## src/rtl/mem_access_unit_pkg.sv

```systemverilog
`default_nettype none
// ---- mem_access_unit_pkg : shared widths, size codes and FSM states --------
// ---- Rev 1.0 ---------------------------------------------------------------
package mem_access_unit_pkg;

    localparam int DATA_W = 32;

    localparam logic [1:0] SZ_BYTE = 2'b00;
    localparam logic [1:0] SZ_HALF = 2'b01;
    localparam logic [1:0] SZ_WORD = 2'b10;

    typedef enum logic [1:0] {
        S_IDLE = 2'd0,
        S_WAIT = 2'd1,
        S_DONE = 2'd2
    } state_t;

endpackage
`default_nettype wire

```

## src/rtl/mem_access_unit_if.sv

```systemverilog
`default_nettype none
// ---- mem_access_unit_if : control-side and memory-side bus ---------------
// ---- Rev 1.0 ---------------------------------------------------------------
interface mem_access_unit_if #(
    parameter int ADDR_W = 8
);
    import mem_access_unit_pkg::*;

    logic              req;
    logic              rw;
    logic [1:0]        size;
    logic              sign_ext;
    logic [ADDR_W-1:0] addr_in;
    logic [DATA_W-1:0] wdata;
    logic              busy;
    logic              done;
    logic              err;
    logic [DATA_W-1:0] rdata;
    logic              MFA;
    logic              MFC;
    logic              READ_WRITE;
    logic [1:0]        MEMSIZE;
    logic [ADDR_W-1:0] MEMADD;
    logic [DATA_W-1:0] MEMDOUT;
    logic [DATA_W-1:0] MEMDIN;

    // master = control unit plus memory model, slave = the access unit
    modport master (
        output req, rw, size, sign_ext, addr_in, wdata, MFC, MEMDIN,
        input  busy, done, err, rdata, MFA, READ_WRITE, MEMSIZE, MEMADD, MEMDOUT
    );

    modport slave (
        input  req, rw, size, sign_ext, addr_in, wdata, MFC, MEMDIN,
        output busy, done, err, rdata, MFA, READ_WRITE, MEMSIZE, MEMADD, MEMDOUT
    );

endinterface
`default_nettype wire

```

## src/rtl/mem_lane_steer.sv

```systemverilog
`default_nettype none
// ---- mem_lane_steer : read lane extraction/extension, write replication ---
// ---- Rev 1.0 ---------------------------------------------------------------
module mem_lane_steer
    import mem_access_unit_pkg::*;
(
    input  wire logic [1:0]        addr_lo_i,
    input  wire logic [1:0]        size_i,
    input  wire logic              sign_ext_i,
    input  wire logic [DATA_W-1:0] memdin_i,
    input  wire logic [DATA_W-1:0] wdata_i,
    output logic      [DATA_W-1:0] rdata_o,
    output logic      [DATA_W-1:0] wdata_o,
    output logic                   misalign_o
);

    logic [7:0]  w_byte;
    logic [15:0] w_half;

    assign w_byte = memdin_i[{addr_lo_i, 3'b000} +: 8];
    assign w_half = memdin_i[{addr_lo_i[1], 4'b0000} +: 16];

    always_comb begin
        rdata_o    = memdin_i;
        wdata_o    = wdata_i;
        misalign_o = 1'b0;
        case (size_i)
            SZ_BYTE: begin
                rdata_o = {{24{sign_ext_i & w_byte[7]}}, w_byte};
                wdata_o = {4{wdata_i[7:0]}};
            end
            SZ_HALF: begin
                rdata_o    = {{16{sign_ext_i & w_half[15]}}, w_half};
                wdata_o    = {2{wdata_i[15:0]}};
                misalign_o = addr_lo_i[0];
            end
            SZ_WORD: misalign_o = |addr_lo_i;
            // reserved size code is rejected like a misaligned access
            default: misalign_o = 1'b1;
        endcase
    end

endmodule
`default_nettype wire

```

## src/rtl/mem_access_unit.sv

```systemverilog
`default_nettype none
// ---- mem_access_unit : MAR/MBR memory path with MFA/MFC handshake ---------
// ---- Rev 1.0. Define MEM_ACCESS_TIMEOUT_EN for a WAIT-state timeout -------
module mem_access_unit
    import mem_access_unit_pkg::*;
#(
    parameter int ADDR_W      = 8,
    parameter int TIMEOUT_CYC = 15
) (
    input wire logic        Clk,
    input wire logic        Reset,
    mem_access_unit_if.slave bus
);

    if (ADDR_W < 2 || TIMEOUT_CYC < 1) begin : g_param_check
        $error("mem_access_unit: ADDR_W must be >= 2 and TIMEOUT_CYC >= 1");
    end

    state_t            state_q;
    logic [ADDR_W-1:0] mar_q;
    logic              rw_q;
    logic [1:0]        size_q;
    logic              sext_q;
    logic [DATA_W-1:0] mbr_q;
    logic [DATA_W-1:0] rdata_q;
    logic              mfa_q;
    logic              busy_q;
    logic              done_q;
    logic              err_q;

    logic [1:0]        w_addr_lo;
    logic [1:0]        w_size;
    logic              w_sext;
    logic [DATA_W-1:0] w_rdata_ext;
    logic [DATA_W-1:0] w_wdata_rep;
    logic              w_misalign;

    // In IDLE the steer checks the incoming request; afterwards it decodes reads from the latched MAR.
    assign w_addr_lo = (state_q == S_IDLE) ? bus.addr_in[1:0] : mar_q[1:0];
    assign w_size    = (state_q == S_IDLE) ? bus.size         : size_q;
    assign w_sext    = (state_q == S_IDLE) ? bus.sign_ext     : sext_q;

    mem_lane_steer u_steer (
        .addr_lo_i  (w_addr_lo),
        .size_i     (w_size),
        .sign_ext_i (w_sext),
        .memdin_i   (bus.MEMDIN),
        .wdata_i    (bus.wdata),
        .rdata_o    (w_rdata_ext),
        .wdata_o    (w_wdata_rep),
        .misalign_o (w_misalign)
    );

`ifdef MEM_ACCESS_TIMEOUT_EN
    localparam int               CNT_W  = $clog2(TIMEOUT_CYC + 1);
    localparam logic [CNT_W-1:0] C_LAST = CNT_W'(TIMEOUT_CYC - 1);
    logic [CNT_W-1:0] cnt_q;
`endif

    always_ff @(posedge Clk or posedge Reset) begin
        if (Reset) begin
            state_q <= S_IDLE;
            mar_q   <= '0;
            rw_q    <= 1'b1;
            size_q  <= 2'b00;
            sext_q  <= 1'b0;
            mbr_q   <= '0;
            rdata_q <= '0;
            mfa_q   <= 1'b0;
            busy_q  <= 1'b0;
            done_q  <= 1'b0;
            err_q   <= 1'b0;
`ifdef MEM_ACCESS_TIMEOUT_EN
            cnt_q   <= '0;
`endif
        end else begin
            done_q <= 1'b0;
            err_q  <= 1'b0;
            case (state_q)
                S_IDLE: begin
                    if (bus.req) begin
                        mar_q  <= bus.addr_in;
                        rw_q   <= bus.rw;
                        size_q <= bus.size;
                        sext_q <= bus.sign_ext;
                        mbr_q  <= w_wdata_rep;
                        if (w_misalign) begin
                            state_q <= S_DONE;
                            done_q  <= 1'b1;
                            err_q   <= 1'b1;
                        end else begin
                            state_q <= S_WAIT;
                            mfa_q   <= 1'b1;
                            busy_q  <= 1'b1;
`ifdef MEM_ACCESS_TIMEOUT_EN
                            cnt_q   <= '0;
`endif
                        end
                    end
                end
                S_WAIT: begin
                    if (bus.MFC) begin
                        if (rw_q) begin
                            rdata_q <= w_rdata_ext;
                        end
                        state_q <= S_DONE;
                        mfa_q   <= 1'b0;
                        busy_q  <= 1'b0;
                        done_q  <= 1'b1;
`ifdef MEM_ACCESS_TIMEOUT_EN
                    end else if (cnt_q == C_LAST) begin
                        state_q <= S_DONE;
                        mfa_q   <= 1'b0;
                        busy_q  <= 1'b0;
                        done_q  <= 1'b1;
                        err_q   <= 1'b1;
                    end else begin
                        cnt_q <= cnt_q + CNT_W'(1);
`endif
                    end
                end
                S_DONE:  state_q <= S_IDLE;
                default: state_q <= S_IDLE;
            endcase
        end
    end

    assign bus.busy       = busy_q;
    assign bus.done       = done_q;
    assign bus.err        = err_q;
    assign bus.rdata      = rdata_q;
    assign bus.MFA        = mfa_q;
    assign bus.READ_WRITE = rw_q;
    assign bus.MEMSIZE    = size_q;
    assign bus.MEMADD     = mar_q;
    assign bus.MEMDOUT    = mbr_q;

endmodule
`default_nettype wire

```

## src/flat_wrapper.sv

```systemverilog
// flat-port wrapper written by rule: the top's interface ports become plain ports
module mem_access_unit_flat import mem_access_unit_pkg::*;
#(
    parameter int ADDR_W      = 8,
    parameter int TIMEOUT_CYC = 15
)
  (Clk, Reset, bus_req, bus_rw, bus_size, bus_sign_ext, bus_addr_in, bus_wdata, bus_MFC, bus_MEMDIN, bus_busy, bus_done, bus_err, bus_rdata, bus_MFA, bus_READ_WRITE, bus_MEMSIZE, bus_MEMADD, bus_MEMDOUT);
  mem_access_unit_if #(.ADDR_W(ADDR_W)) bus_i ();
  input wire logic Clk;
  input wire logic Reset;
  input wire logic [$bits(bus_i.req)-1:0] bus_req;
  input wire logic [$bits(bus_i.rw)-1:0] bus_rw;
  input wire logic [$bits(bus_i.size)-1:0] bus_size;
  input wire logic [$bits(bus_i.sign_ext)-1:0] bus_sign_ext;
  input wire logic [$bits(bus_i.addr_in)-1:0] bus_addr_in;
  input wire logic [$bits(bus_i.wdata)-1:0] bus_wdata;
  input wire logic [$bits(bus_i.MFC)-1:0] bus_MFC;
  input wire logic [$bits(bus_i.MEMDIN)-1:0] bus_MEMDIN;
  output wire logic [$bits(bus_i.busy)-1:0] bus_busy;
  output wire logic [$bits(bus_i.done)-1:0] bus_done;
  output wire logic [$bits(bus_i.err)-1:0] bus_err;
  output wire logic [$bits(bus_i.rdata)-1:0] bus_rdata;
  output wire logic [$bits(bus_i.MFA)-1:0] bus_MFA;
  output wire logic [$bits(bus_i.READ_WRITE)-1:0] bus_READ_WRITE;
  output wire logic [$bits(bus_i.MEMSIZE)-1:0] bus_MEMSIZE;
  output wire logic [$bits(bus_i.MEMADD)-1:0] bus_MEMADD;
  output wire logic [$bits(bus_i.MEMDOUT)-1:0] bus_MEMDOUT;
  assign bus_i.req = bus_req;
  assign bus_i.rw = bus_rw;
  assign bus_i.size = bus_size;
  assign bus_i.sign_ext = bus_sign_ext;
  assign bus_i.addr_in = bus_addr_in;
  assign bus_i.wdata = bus_wdata;
  assign bus_i.MFC = bus_MFC;
  assign bus_i.MEMDIN = bus_MEMDIN;
  assign bus_busy = bus_i.busy;
  assign bus_done = bus_i.done;
  assign bus_err = bus_i.err;
  assign bus_rdata = bus_i.rdata;
  assign bus_MFA = bus_i.MFA;
  assign bus_READ_WRITE = bus_i.READ_WRITE;
  assign bus_MEMSIZE = bus_i.MEMSIZE;
  assign bus_MEMADD = bus_i.MEMADD;
  assign bus_MEMDOUT = bus_i.MEMDOUT;
  mem_access_unit #(.ADDR_W(ADDR_W), .TIMEOUT_CYC(TIMEOUT_CYC)) u_core (.Clk(Clk), .Reset(Reset), .bus(bus_i));
endmodule
```

## config.mk

```make
export PLATFORM = sky130hd
export DESIGN_NAME = mem_access_unit_flat
export DESIGN_NICKNAME = d
export VERILOG_FILES = /design/src/rtl/mem_access_unit_pkg.sv /design/src/rtl/mem_access_unit_if.sv /design/src/rtl/mem_lane_steer.sv /design/src/rtl/mem_access_unit.sv /design/src/flat_wrapper.sv
export SDC_FILE = /design/constraint.sdc
export NUM_CORES = 1
export LEC_CHECK = 0
export BUFFER_PORTS_ARGS = -buffer_cell sky130_fd_sc_hd__buf_4
export CORE_MARGIN = 2
export CORE_UTILIZATION = 40
export DETAILED_ROUTE_END_ITERATION = 10
export PLACE_DENSITY = 0.68
export SYNTH_ARGS = -nofsm -noshare
export SYNTH_HDL_FRONTEND = slang
export SYNTH_SLANG_ARGS = --single-unit
```

## constraint.sdc

```tcl
create_clock -name Clk -period 3.1 [get_ports Clk]
set_input_delay 0 -clock Clk [delete_from_list [all_inputs] [get_ports Clk]]
set_output_delay 0 -clock Clk [all_outputs]
set_load 0.05 [all_outputs]
```

==> qor.yml <==
outcome:
  outcome: "finished clean"
clock_network:
  path_clk_slew_ns: 0.09
  postCtsSetupBuffers: 0
  cts.path.max_buffers: 2
  clock_sinks: 81
  htree_levels: 3
  insertion_delay_ns: 0.36
  numCtsBuffers: 9
  cts_tree: "yes"
  root_buffer: "clkbuf_8"
drt:
  dr.pass1.iters: 5
  routed_wl_um: 13000
  drc: 0
  viasPerCell: 5.22
  drt.antenna.violating_nets: 0
  drt-initial-drc-count: 235
  vias: 4117
  wl_per_cell_um: 16.5
power:
  power_per_cell_area_nw_per_um2: 1200
  ir_drop_mv: 0.703
  p_leak_uw: 0.00301
logic_synthesis:
  ys_async_sr_fraction_pct: 100
  seq_area_frac_synth_pct: 51.6
  yosysWarnings: 0
  synthMuxAreaShare_pct: 7.17
  avgSynthCellArea_um2: 9.01
  synth_top_flop_cell: "dfrtp_1"
  synth_top_family_by_area: "simple AND/OR/NAND/NOR gates"
  synthAdderAreaFrac_pct: 0
  synthXorXnorAreaFrac_pct: 0
  syn_area_um2: 3930
  yosys.area_share.simple_pct: 19.3
  yosysTopAreaCellShare_pct: 51.0
  synth_compound_area_share_pct: 18.4
  synth_largest_area_cell: "dfrtp_1"
  synth_cells: 436
  synth_fp_nets: 516
  synth-seq-cells: 81
  synth.distinct_cells: 41
  synth_area_leaders: "dfrtp_1 (51%), nand2_1 (11%), o21ai_0 (5.2%), a21oi_1 (4.6%), mux2i_1 (4.6%)"
  synth_edf_count: 0
setup_path:
  arrival_ns: 3.18
  crit_required_ns: 3.40
  path_max_fanout: 25
  critPathKind: "register to register"
  endpoint_kind: "register"
  r2r_cells: 7
  start_kind: "register"
global_route:
  gr-total-overflow: 0
  grt_max_degree: 44
  grt_antenna_before_repair: 0
  grt_pass1_wl_um: 20200
  grt_pass1_vias: 4089
  grtUsageTotal_pct: 25.0
die:
  ioPinCount: 159
  die-height_um: 103
  start_util_pct: 40.8
  die_area_um2: 10600
  design.core.area_um2: 9640
  row_count: 36
  die_w_um: 103
sta:
  period_share_pct: 92.7
  setup_viol: 0
  final_hold_viol_count: 0
  fin_crit_ns: 2.87
  skew_ns: 0.0129
  fmax_mhz: 348
  tns_ns: 0
  slew_viol_final: 0
  worst_pin_slew_ns: 1.24
  grt_setup_unrepaired: "no"
  slew-limit-headroom_pct: 17.2
layout:
  mostFrequentLayoutCell: "buf_4"
  layout-drive-gt1-share_pct: 31.0
  syn_to_final_growth_pct: 55.7
  final_nets: 731
  final_cell_mix: "buf_4 (169), nand2_1 (119), dfrtp_1 (80)"
  num_antenna_cells: 0
  fillers: 825
  stdcell_area_um2: 6120
placed_design:
  dpl.hpwl_um: 8880
  gp_congestion: 0.911
  io_buffers: 158
  postPlaceCellArea_um2: 5280
min_path:
  hold-path-cell-count: 4
  worstHoldPathType: "input pin to register"
flow_run:
  cap_violations: 0
report_power, final:
group	total (uW)	switching (uW)	internal [uW]
registers	1950	371	1580
logic	4510	3080	1440
clock network	874	399	475
state kept, by name, indices dropped and copies added, names as in the netlist:
register and flops:
u_core.bus.done 1, u_core.bus.READ_WRITE 1, u_core.sext_q 1, u_core.bus.err 1
u_core.state_q 2, u_core.bus.rdata 32, u_core.bus.MEMADD 8, u_core.bus.MFA 1
u_core.bus.MEMSIZE 2, u_core.bus.MEMDOUT 32
metrics by stage:
stage	power (uW)	hold slack, ns	cells	worst slack [ns]	utilization, %
finish	7340	0.0297	788	0.227	63.5
detailed placement	6380	0.171	711	0.444	54.8
global placement	6320	0.166	711	0.518	54.8
global route	7750	0.0235	788	0.0449	63.5
CTS	7340	0.000763	788	0.182	63.5
floorplan	4990	0.0832	436	0.957	-
worst max-delay path, stage by stage, from the launching register on:
cell and delay, ns:
dfrtp_1 0.48, nor2_1 0.61, buf_4 0.24, mux2i_4 0.35
buf_4 0.33, nand2_1 0.08, a31oi_1 0.15, dlygate4sd3_1 0.56
final timing paths:
path | to | slack, ns | from
worst max-delay path | u_core.bus.MEMDOUT[19]$_DFFE_PP0P_ | 0.23 | u_core.state_q[1]$_DFFE_PP0P_
worst min-delay path | u_core.bus.MEMDOUT[25]$_DFFE_PP0P_ | 0.03 | bus_wdata[25]
worst max register to register | u_core.bus.MEMDOUT[19]$_DFFE_PP0P_ | 0.23 | u_core.state_q[1]$_DFFE_PP0P_
worst min register to register | u_core.bus.MEMADD[4]$_DFFE_PP0P_ | 0.48 | u_core.bus.MEMADD[4]$_DFFE_PP0P_
max in group asynchronous | u_core.bus.READ_WRITE$_DFFE_PP1P_ | 2.07 | Reset
min in group asynchronous | u_core.bus.rdata[20]$_DFFE_PP0P_ | 0.31 | Reset
cell usage after synthesis, drive strengths merged (3+ instances only):
cell,n
clkbuf,19
buf,9
a21oi,36
a22o,4
a21o,8
a222oi,6
nor2,30
and3,5
nor2b,3
mux2,9
dfrtp,80
a31oi,11
or3,8
nand2,119
mux2i,18
o21ai,42
inv,4
final cells by class:
cell class,instances,area (um2),share of cell area (%)
Timing Repair Buffer,232,1910,31.2
Clock buffer,11,141,2.31
Inverter,4,16.3,0.266
Sequential cell,81,2030,33.1
Tap cell,133,166,2.72
Multi-Input combinational cell,323,1780,29.1
Clock inverter,4,77.6,1.27
routing by layer:
metal | up-vias | routed length, um | track usage (%)
met1 | 1980 | 5480 | 32.0
met4 | 0 | 169 | 8.30
met5 | - | 0 | 0
li1 | 1938 | - | -
met3 | 17 | 1030 | 6.51
met2 | 182 | 6340 | 41.6
what timing repair did:
item                       CTS  global route
hold buffers                62             0
gates resized for setup      0             1
hold endpoints to repair   103             0
setup endpoints to repair    0             1
kinds of logic after synthesis:
| logic type | after synthesis |
|---|---|
| flops | 81 |
| buf+inv | 32 |
| mux | 27 |
| simple gates | 179 |
| compound gates | 117 |
(Power assumes the default switching activity.)
